$ cat src/rtl/microc_ctrl.sv
// microc_ctrl: control unit for the microc datapath.
// Decodes opcode and registered z into datapath controls with skip/stall/halt.
//
// Ports:
//   clk, reset (async, active-low)
//   opcode[OP_W+2:0] : {class[1:0], reserved, f[OP_W-1:0]}
//   z                : registered zero flag from the datapath
//   mem_rdy          : instruction memory output valid
//   s_inc, s_inm, s_skip, pc_en, we3, wez, op[OP_W-1:0] : datapath controls
//   halted           : block is in HALT
//   retired, skips_taken [CNT_W-1:0] : saturating statistics counters
//
// Build option: define MICROC_CTRL_STATS_EN to implement the counters;
// otherwise both counter outputs are tied to 0 and no counter flops exist.

module microc_ctrl #(
    parameter int              OP_W   = 3,
    parameter logic [OP_W-1:0] SUB_OP = OP_W'(3),
    parameter int              CNT_W  = 16
) (
    input  logic              clk,
    input  logic              reset,
    input  logic [OP_W+2:0]   opcode,
    input  logic              z,
    input  logic              mem_rdy,
    output logic              s_inc,
    output logic              s_inm,
    output logic              s_skip,
    output logic              pc_en,
    output logic              we3,
    output logic              wez,
    output logic [OP_W-1:0]   op,
    output logic              halted,
    output logic [CNT_W-1:0]  retired,
    output logic [CNT_W-1:0]  skips_taken
);

    typedef enum logic [1:0] {
        BOOT = 2'd0,
        RUN  = 2'd1,
        SKIP = 2'd2,
        HALT = 2'd3
    } state_t;

    state_t state, state_nx;

    // 0: skipeq (skip when z), 1: skipne (skip when !z).
    // Latched at the compare cycle since the opcode may move on.
    logic pol, pol_nx;

    logic [1:0]      cls;
    logic [OP_W-1:0] f;
    logic            unused_rsvd;

    assign cls         = opcode[OP_W+2:OP_W+1];
    assign f           = opcode[OP_W-1:0];
    assign unused_rsvd = opcode[OP_W];

    always_ff @(posedge clk or negedge reset) begin
        if (!reset) begin
            state <= BOOT;
            pol   <= 1'b0;
        end else begin
            state <= state_nx;
            pol   <= pol_nx;
        end
    end

    always_comb begin
        state_nx = state;
        pol_nx   = pol;
        s_inc    = 1'b0;
        s_inm    = 1'b0;
        s_skip   = 1'b0;
        pc_en    = 1'b0;
        we3      = 1'b0;
        wez      = 1'b0;
        op       = '0;
        halted   = 1'b0;

        unique case (state)
            BOOT: state_nx = RUN;

            RUN: begin
                // Without mem_rdy everything stays quiet and the state holds.
                if (mem_rdy) begin
                    unique case (cls)
                        2'b00: begin
                            op    = f;
                            we3   = 1'b1;
                            wez   = 1'b1;
                            s_inc = 1'b1;
                            pc_en = 1'b1;
                        end
                        2'b01: begin
                            s_inm = 1'b1;
                            we3   = 1'b1;
                            s_inc = 1'b1;
                            pc_en = 1'b1;
                        end
                        2'b10: begin
                            pc_en = 1'b1;
                            if (f == OP_W'(0))
                                s_inc = 1'b0;
                            else if (f == OP_W'(1))
                                s_inc = !z;
                            else if (f == OP_W'(2))
                                s_inc = z;
                            else
                                s_inc = 1'b1;
                        end
                        default: begin
                            if (f == OP_W'(0) || f == OP_W'(1)) begin
                                // Compare cycle: PC holds, z gets result.
                                op       = SUB_OP;
                                wez      = 1'b1;
                                pol_nx   = f[0];
                                state_nx = SKIP;
                            end else if (f == OP_W'(7)) begin
                                state_nx = HALT;
                            end else begin
                                s_inc = 1'b1;
                                pc_en = 1'b1;
                            end
                        end
                    endcase
                end
            end

            SKIP: begin
                // z now holds the registered compare result.
                s_inc    = 1'b1;
                pc_en    = 1'b1;
                s_skip   = z ^ pol;
                state_nx = RUN;
            end

            default: halted = 1'b1;
        endcase
    end

`ifdef MICROC_CTRL_STATS_EN
    logic [CNT_W-1:0] ret_q;
    logic [CNT_W-1:0] skp_q;
    logic             skip_hit;

    assign skip_hit = (state == SKIP) && s_skip;

    always_ff @(posedge clk or negedge reset) begin
        if (!reset) begin
            ret_q <= '0;
            skp_q <= '0;
        end else begin
            if (pc_en && (ret_q != '1))
                ret_q <= ret_q + 1'b1;
            if (skip_hit && (skp_q != '1))
                skp_q <= skp_q + 1'b1;
        end
    end

    assign retired     = ret_q;
    assign skips_taken = skp_q;
`else
    assign retired     = '0;
    assign skips_taken = '0;
`endif

endmodule

$ cat config.mk
export PLATFORM = sky130hd
export DESIGN_NAME = microc_ctrl
export DESIGN_NICKNAME = d
export VERILOG_FILES = /design/src/rtl/microc_ctrl.sv
export SDC_FILE = /design/constraint.sdc
export NUM_CORES = 1
export LEC_CHECK = 0
export ABC_AREA = 1
export CORE_MARGIN = 2
export CORE_UTILIZATION = 31
export DETAILED_ROUTE_END_ITERATION = 12
export GPL_TIMING_DRIVEN = 0
export PLACE_DENSITY_LB_ADDON = 0.12
export SLEW_MARGIN = 20
export SYNTH_ARGS = -nofsm -noshare
export SYNTH_HDL_FRONTEND = slang
export SYNTH_SLANG_ARGS = --single-unit
$ cat constraint.sdc
create_clock -name clk -period 1.8 [get_ports clk]
set_clock_uncertainty 0.2 [all_clocks]
set_input_delay 0.36 -clock clk [delete_from_list [all_inputs] [get_ports clk]]
set_output_delay 0.36 -clock clk [all_outputs]
set_load 0.005 [all_outputs]
* Yosys cells after proc, flatten, opt, wreduce, memory -nomap -nowiden
Cells that the tools add are included.
Word-level totals: flip-flop bits (word level) 3, word-level logic and storage cells 59, input port bits 10, output and inout bits 42
Cells by class: equal/unequal tests 10, mux-type cells 32, reductions and logical operators 13, bitwise operators 2
Operator list (number):
- 1-bit two-way mux | 19
- 2-bit two-way mux | 5
- 1-bit case mux with 2 select lines | 4
- 4-bit AND reduction | 2
- 3-bit two-way mux | 2
- 3-bit case mux with 2 select lines | 1
- 2-bit OR reduction | 3
- 3-bit OR reduction | 2
- 2-bit by 1-bit == test with 1-bit output, second input constant | 2
- 2-bit == test, second input constant | 2
- 2-bit logical NOT | 2
- 2-bit inequality test, second input constant | 2
- 2-bit case mux with 2 select lines | 1
- 3-bit by 1-bit == test with 1-bit output, second input constant | 1
- 3-bit by 2-bit == test with 1-bit output, second input constant | 1
- 3-bit == test, second input constant | 1
- 3-bit logical NOT | 1
- 3-bit inequality test, second input constant | 1
- 2-bit nonzero test | 1
- 1-bit logical NOT | 1
- 1-bit logical OR | 1
- 1-bit NOT | 1
- 1-bit bitwise XOR | 1

* Depth between registers and ports, before layout
Gate-level depths: netlist (run 1).
depth after elaboration 7, gate-level depth with buffers 8, depth with buffers taken out 8

* Least setup slack after synthesis (run 1)
OpenSTA, ideal clock, no wires.
path type register to output, start point register state[1], end point output op[0], required time 1.240 ns, stages on the path, launching flop included 8, arrival 1.190 ns, setup slack 0.050 ns, buffers on the path 0, cell sequence dfrtp_1 -> inv_1 -> ha_1 -> nand2_2 -> nor2_2 -> nand2_4 -> and2_4 -> a21oi_1
On the way: word-level cells in the longest chain between the ends 2
Ends and longest elaborated chain:
- start: declaration | RTL line 45 | state_t state, state_nx;
- start signal: assignment | RTL line 64 | state <= state_nx;
- 2-bit by 1-bit == test with 1-bit output | RTL line 81 | unique case (state)
- 3-bit two-way mux | RTL line 81
- end: declaration | RTL line 32 | output logic [OP_W-1:0] op,
Every way passes these cells.

* Worst setup path after layout (run 1)
start point register state[1], end point output op[1]
Same word-level chain as after synthesis.

==> results of run 1 <==
## layout make-up
cell class,count,area (sq um),area share (%)
plain buffers,32,240.2,20.78
clock buffers,4,26.28,2.273
inverters,12,60.06,5.195
multi-input cells,71,431.7,37.34
flip-flops and latches,3,76.32,6.602
well taps,25,31.28,2.706
repair buffers,36,290.3,25.11
## worst register-to-register path: cells and delay by family, from the launching register on
kind | cells | cell delay [ns]
simple gates | 4 | 0.43
fa+ha+maj | 1 | 0.17
buf+inv | 2 | 0.19
compound gates | 1 | 0.06
flops | 1 | 0.35
## synthesized netlist by cell type, drive strengths merged
master   n  share of area [%]
nand3    4                5.4
o21ai    4                3.3
nor2     5                3.5
dfrtp    3                 12
clkinv   1               0.83
conb     1               0.62
buf     32                 40
and2     1                1.5
inv     11                6.9
nand2   15                 11
ha       4                8.3
xnor2    1                1.5
nor3     2                1.7
a21oi    2                1.7
or2      1                1.0
## stage by stage
stage	util, %	total power [mW]	instance area [sq um]
after floorplan	-	0.4284	718.2
after global placement	52.14	0.5993	929.6
after detailed placement	52.14	0.6058	929.6
after CTS	60.42	0.8481	1077
after global routing	64.84	0.9721	1156
final	64.84	0.8780	1156
## repair_timing
| action | 4_1_cts | 5_1_grt |
|---|---|---|
| pin swaps | 13 | 11 |
| setup buffers | 15 | 4 |
| cloned | 0 | 0 |
| gates resized for setup | 71 | 16 |
| setup endpoints to repair | 10 | 11 |
## power by group
group / total (mW) / switching [mW] / internal, mW / leakage (nW)
combinational: 0.621 / 0.298 / 0.323 / 0.654
sequential: 0.139 / 0.0325 / 0.106 / 0.0357
clock: 0.118 / 0.0351 / 0.0831 / 0.0150
total: 0.878 / 0.365 / 0.512 / 0.704
## flip-flops by register name, summed over array words and instances (netlist names)
| register | flops |
|---|---|
| state | 2 |
| pol | 1 |
## metal layers
metal	wire, um	up-vias
li1	-	339
met4	46	0
met1	509	264
met2	811	35
met5	0	-
met3	130	4
## path summary, 6_finish.rpt
path / start / end / cells after the start / slack [ns]
setup / recovery: state[1] / op[1] / 8 / -0.20
hold / removal: reset / pol / 1 / 0.11
setup reg to reg: state[1] / state[0] / 8 / 0.28
hold reg to reg: pol / pol / 2 / 0.33
max in group asynchronous: reset / state[0] / 1 / 1.14
min in group clk: opcode[0] / pol / 3 / 0.27
## cells by family (layout without fill, tap and decap cells)
family	count (synthesis)	count (layout)	synth area share, %
simple gates	28	28	24.53
buf+inv	44	84	47.61
flops	3	3	12.47
xor+xnor	1	1	1.456
fa+ha+maj	4	4	8.316
compound gates	6	6	4.988
other cells	1	32	0.6231
==> flow_summary.yaml, run 1 <==
pwr:
  irDropWorstVdd_mv: 0.7955
  power.leakage_nw: 0.7043
  power_density_mw_per_mm2: 759.4
timing:
  hold_slack_ns: 0.1056
  rsz0062_at_grt: "true"
  hold_violations: 0
  tns_ns: -0.9150
  finalWorstSetupSlack_ns: -0.1953
  period_share_pct: 110.9
  final_max_slew_viol_count: 0
  setup_viol: 8
  layout_min_cycle_time_ns: 1.995
  timing.fmax_mhz: 501.2
critical_path:
  slowest_stage: "dfrtp_1"
  critPathRequiredTime_ns: 1.24
  start_kind: "register"
  worst_ep_arrival_time_ns: 1.44
  cp_cell_sequence: "inv_2 > ha_4 > nand2_4 > nor2_4 > nand2_4 > and2_4 > a21oi_2 > buf_2"
  crit_fanout: 3
  crit_buf_inv: 2
  cp_top_family: "simple AND/OR/NAND/NOR gates"
  max_stage_delay_ns: 0.38
  worstSetupEndpointType: "output pin"
  cp_common_cell: "nand2_4"
  crit_type: "register to output pin"
outcome:
  outcome: "finished, violations left"
  violations: "setup timing"
clock_network:
  cts.sinks: 3
  cts.htree.levels: 1
  hold_buffers: 0
  cts_buffers: 3
  cts_tree: "done"
  clk_pin_slew_ns: 0.04
  cts_buffer_depth: 2
  cts-root-buf: "clkbuf_4"
  worstSkewPairLatency_ns: 0.23
die:
  io_pins: 52
  die_w_um: 48.06
  die_area_sq_mm: 0.002310
  die_h_um: 48.06
  rows: 15
  start_util_pct: 33.75
  core_sq_mm: 0.001783
global_route:
  antenna_found_initial: 0
  grt_use_met3_pct: 1.509
  grtUsageMet1_pct: 10.69
  grt_pass1_vias: 518
  grt_overflow: 0
  grt_pass1_wl_um: 1918
  grt.busiest_layer: "met2"
  track_usage_pct: 12.25
  use_met2_pct: 24.00
  grt_max_degree: 5
routing:
  vias: 642
  ant_nets: 0
  initialDrtViolationCount: 3
  wirelength_um: 1499
  viasPerCell: 3.508
  drc: 0
  drtPass1Iterations: 4
  wl_per_cell_um: 8.191
logic_synthesis:
  ys_ff_latch: 3
  yosysSeqAreaShare_pct: 12.47
  syn_area_sq_um: 601.8
  ys_warn_count: 0
  syn_inst: 87
  synth.distinct_cells: 21
  synth_area_per_cell_sq_um: 6.918
final_layout:
  final_cell_mix: "buf_4, conb_1, nand2_1, buf_2"
  final_common_cell: "buf_4"
  area_growth_pct: 92.10
  drive_gt1_share_pct: 56.96
  num_antenna_cells: 0
  final_cells: 183
  num-nets-final: 173
  fillerInstances: 149
run:
  cap_viol_max_count: 0
placement:
  placed_cells: 161
  io_buffers: 18
  post-place-ws_ns: -0.7084
  gp_congestion: 0.7560
  dp_hpwl_um: 1030
worst_hold_path:
  holdCritPathClass: "input pin to async pin"
Power figures use the tool's default switching activity.
==> run 2, diff against run 1 <==
--- a/config.mk
+++ b/config.mk
@@ -6,8 +6,10 @@
 export NUM_CORES = 1
 export LEC_CHECK = 0
 export ABC_AREA = 1
+export CELL_PAD_IN_SITES_DETAIL_PLACEMENT = 0
+export CELL_PAD_IN_SITES_GLOBAL_PLACEMENT = 1
 export CORE_MARGIN = 2
-export CORE_UTILIZATION = 31
+export CORE_UTILIZATION = 20
 export DETAILED_ROUTE_END_ITERATION = 12
 export GPL_TIMING_DRIVEN = 0
 export PLACE_DENSITY_LB_ADDON = 0.12
==> flow_summary.yaml, run 2 (synthesis gave the netlist of run 1 again) <==
final_layout:
  seq_area_sq_um: 76.32
  final_cells: 177
  num-nets-final: 161
  top_regs: "state (2), pol (1)"
  largest_reg_flops: 2
  multi_input_area_sq_um: 409.1
  fin_util_pct: 36.53
  largest-register: "state"
  num_antenna_cells: 0
  drive_gt1_share_pct: 50.00
  fillerInstances: 304
  final_cell_mix: "buf_4, conb_1, nand2_1, inv_2, dlygate4sd2_1"
  final_common_cell: "buf_4"
  area_growth_pct: 70.27
  fin_area_sq_mm: 0.001025
run:
  cap_viol_max_count: 0
routing:
  top_layer: "met3"
  ant_nets: 0
  drtPass1Iterations: 8
  viasPerCell: 3.164
  initialDrtViolationCount: 12
  wirelength_um: 1264
  wl_per_cell_um: 7.141
  dr_wl_met3_um: 162
  wl_met2_um: 610
  vias: 560
  drc: 4
  wl_met1_um: 491
pwr:
  switchingPower_mw: 0.3587
  irDropWorstVdd_mv: 0.6205
  clockPowerShare_pct: 14.0
  power.internal_mw: 0.4843
  p_comb_share_pct: 69.4
  power.leakage_nw: 0.6323
  switching_share_pct: 42.55
  finalPower_mw: 0.8430
  power_density_mw_per_mm2: 822.6
  pwr-share-seq_pct: 16.6
critical_path:
  worst_ep_arrival_time_ns: 1.43
  crit_path_end: "op[0]"
  critPathRequiredTime_ns: 1.24
  r2r_start: "state[1]"
  worstSetupEndpointType: "output pin"
  slowest_stage: "dfrtp_1"
  cp.depth: 8
  r2r_setup_slack_ns: 0.15
  rr_endpoint: "state[0]"
  crit_fanout: 3
  crit_buf_inv: 2
  cp_common_cell: "nand2_4"
  max_stage_delay_ns: 0.38
  ff2ff_path_depth: 8
  start_kind: "register"
  crit_type: "register to output pin"
  cp_cell_sequence: "inv_2 > ha_4 > nand2_4 > nor2_4 > nand2_4 > and2_4 > a21oi_2 > buf_2"
  worstSetupStartpoint: "state[1]"
  cp_top_family: "simple AND/OR/NAND/NOR gates"
die:
  die_area_sq_mm: 0.003464
  die_w_um: 58.86
  rows: 19
  io_pins: 52
  core_sq_mm: 0.002805
  die_h_um: 58.86
  start_util_pct: 21.45
clock_network:
  clk_pin_slew_ns: 0.04
  cts.htree.levels: 1
  worstSkewPairLatency_ns: 0.23
  cts-root-buf: "clkbuf_4"
  cts.sinks: 3
  cts_buffer_depth: 2
  cts_buffers: 3
  hold_buffers: 0
  cts_tree: "done"
outcome:
  outcome: "finished, violations left"
  violations: "DRC, setup timing"
timing:
  finalWorstSetupSlack_ns: -0.1939
  timing.fmax_mhz: 501.5
  setup_viol: 7
  hold_violations: 0
  final_max_slew_viol_count: 0
  tns_ns: -0.6647
  hold_slack_ns: 0.1080
  period_share_pct: 110.8
  rsz0062_at_grt: "true"
  layout_min_cycle_time_ns: 1.994
global_route:
  antenna_found_initial: 0
  grt_overflow: 0
  track_usage_pct: 7.302
  grt_max_degree: 5
  grt_pass1_vias: 491
  grt_pass1_wl_um: 1952
placement:
  post-place-ws_ns: -0.7521
  placed_area_sq_um: 937.1
  io_buffers: 18
  gp_congestion: 0.6866
  dp_hpwl_um: 1094
  placed_cells: 167
worst_hold_path:
  holdCritPathClass: "input pin to async pin"
run 2: changes by cell type in the layout (fill, tap and decap cells not counted), moves of 3 or more:
cell and change:
buf_4 -10, nand2_1 +3, dlygate4sd2_1 +4, buf_6 -3, inv_2 +4
run 2: timing repair:
action | in CTS | in global routing
pin swaps | 11 | 7
setup buffers | 6 | 0
endpoints found under the setup margin | 10 | 9
gates resized for setup | 59 | 3
run 2: final cells by class:
class,instances,area share (%)
Multi-Input combinational cell,71,39.93
Clock buffer,4,2.564
Sequential cell,3,7.448
Tap cell,31,3.785
Timing Repair Buffer,24,17.70
Inverter,12,5.128
Buffer,32,23.44
run 2: how the worst min path moves through the flow:
stage / endpoint / depth (start not counted) / startpoint / slack, ns
floorplan: pol / 0 / reset / -0.14
global placement: pol / 2 / pol / 0.31
detailed placement: pol / 2 / pol / 0.31
CTS: pol / 1 / reset / 0.10
global route: pol / 1 / reset / 0.1
finish: pol / 1 / reset / 0.11
run 2: layer usage:
metal	vias to the layer above	global-route usage [%]
li1	316	-
met1	214	9.479
met2	30	11.27
met3	0	2.198
met4	0	2.922
met5	-	0
run 2: power groups by stage:
stage               registers, mW  logic, mW  clock network (mW)
detailed placement          0.133      0.480                   0
CTS                         0.139      0.576               0.126
floorplan                   0.125      0.303                   0
global route                0.145      0.657               0.139
finish                      0.140      0.585               0.118
global placement            0.132      0.475                   0
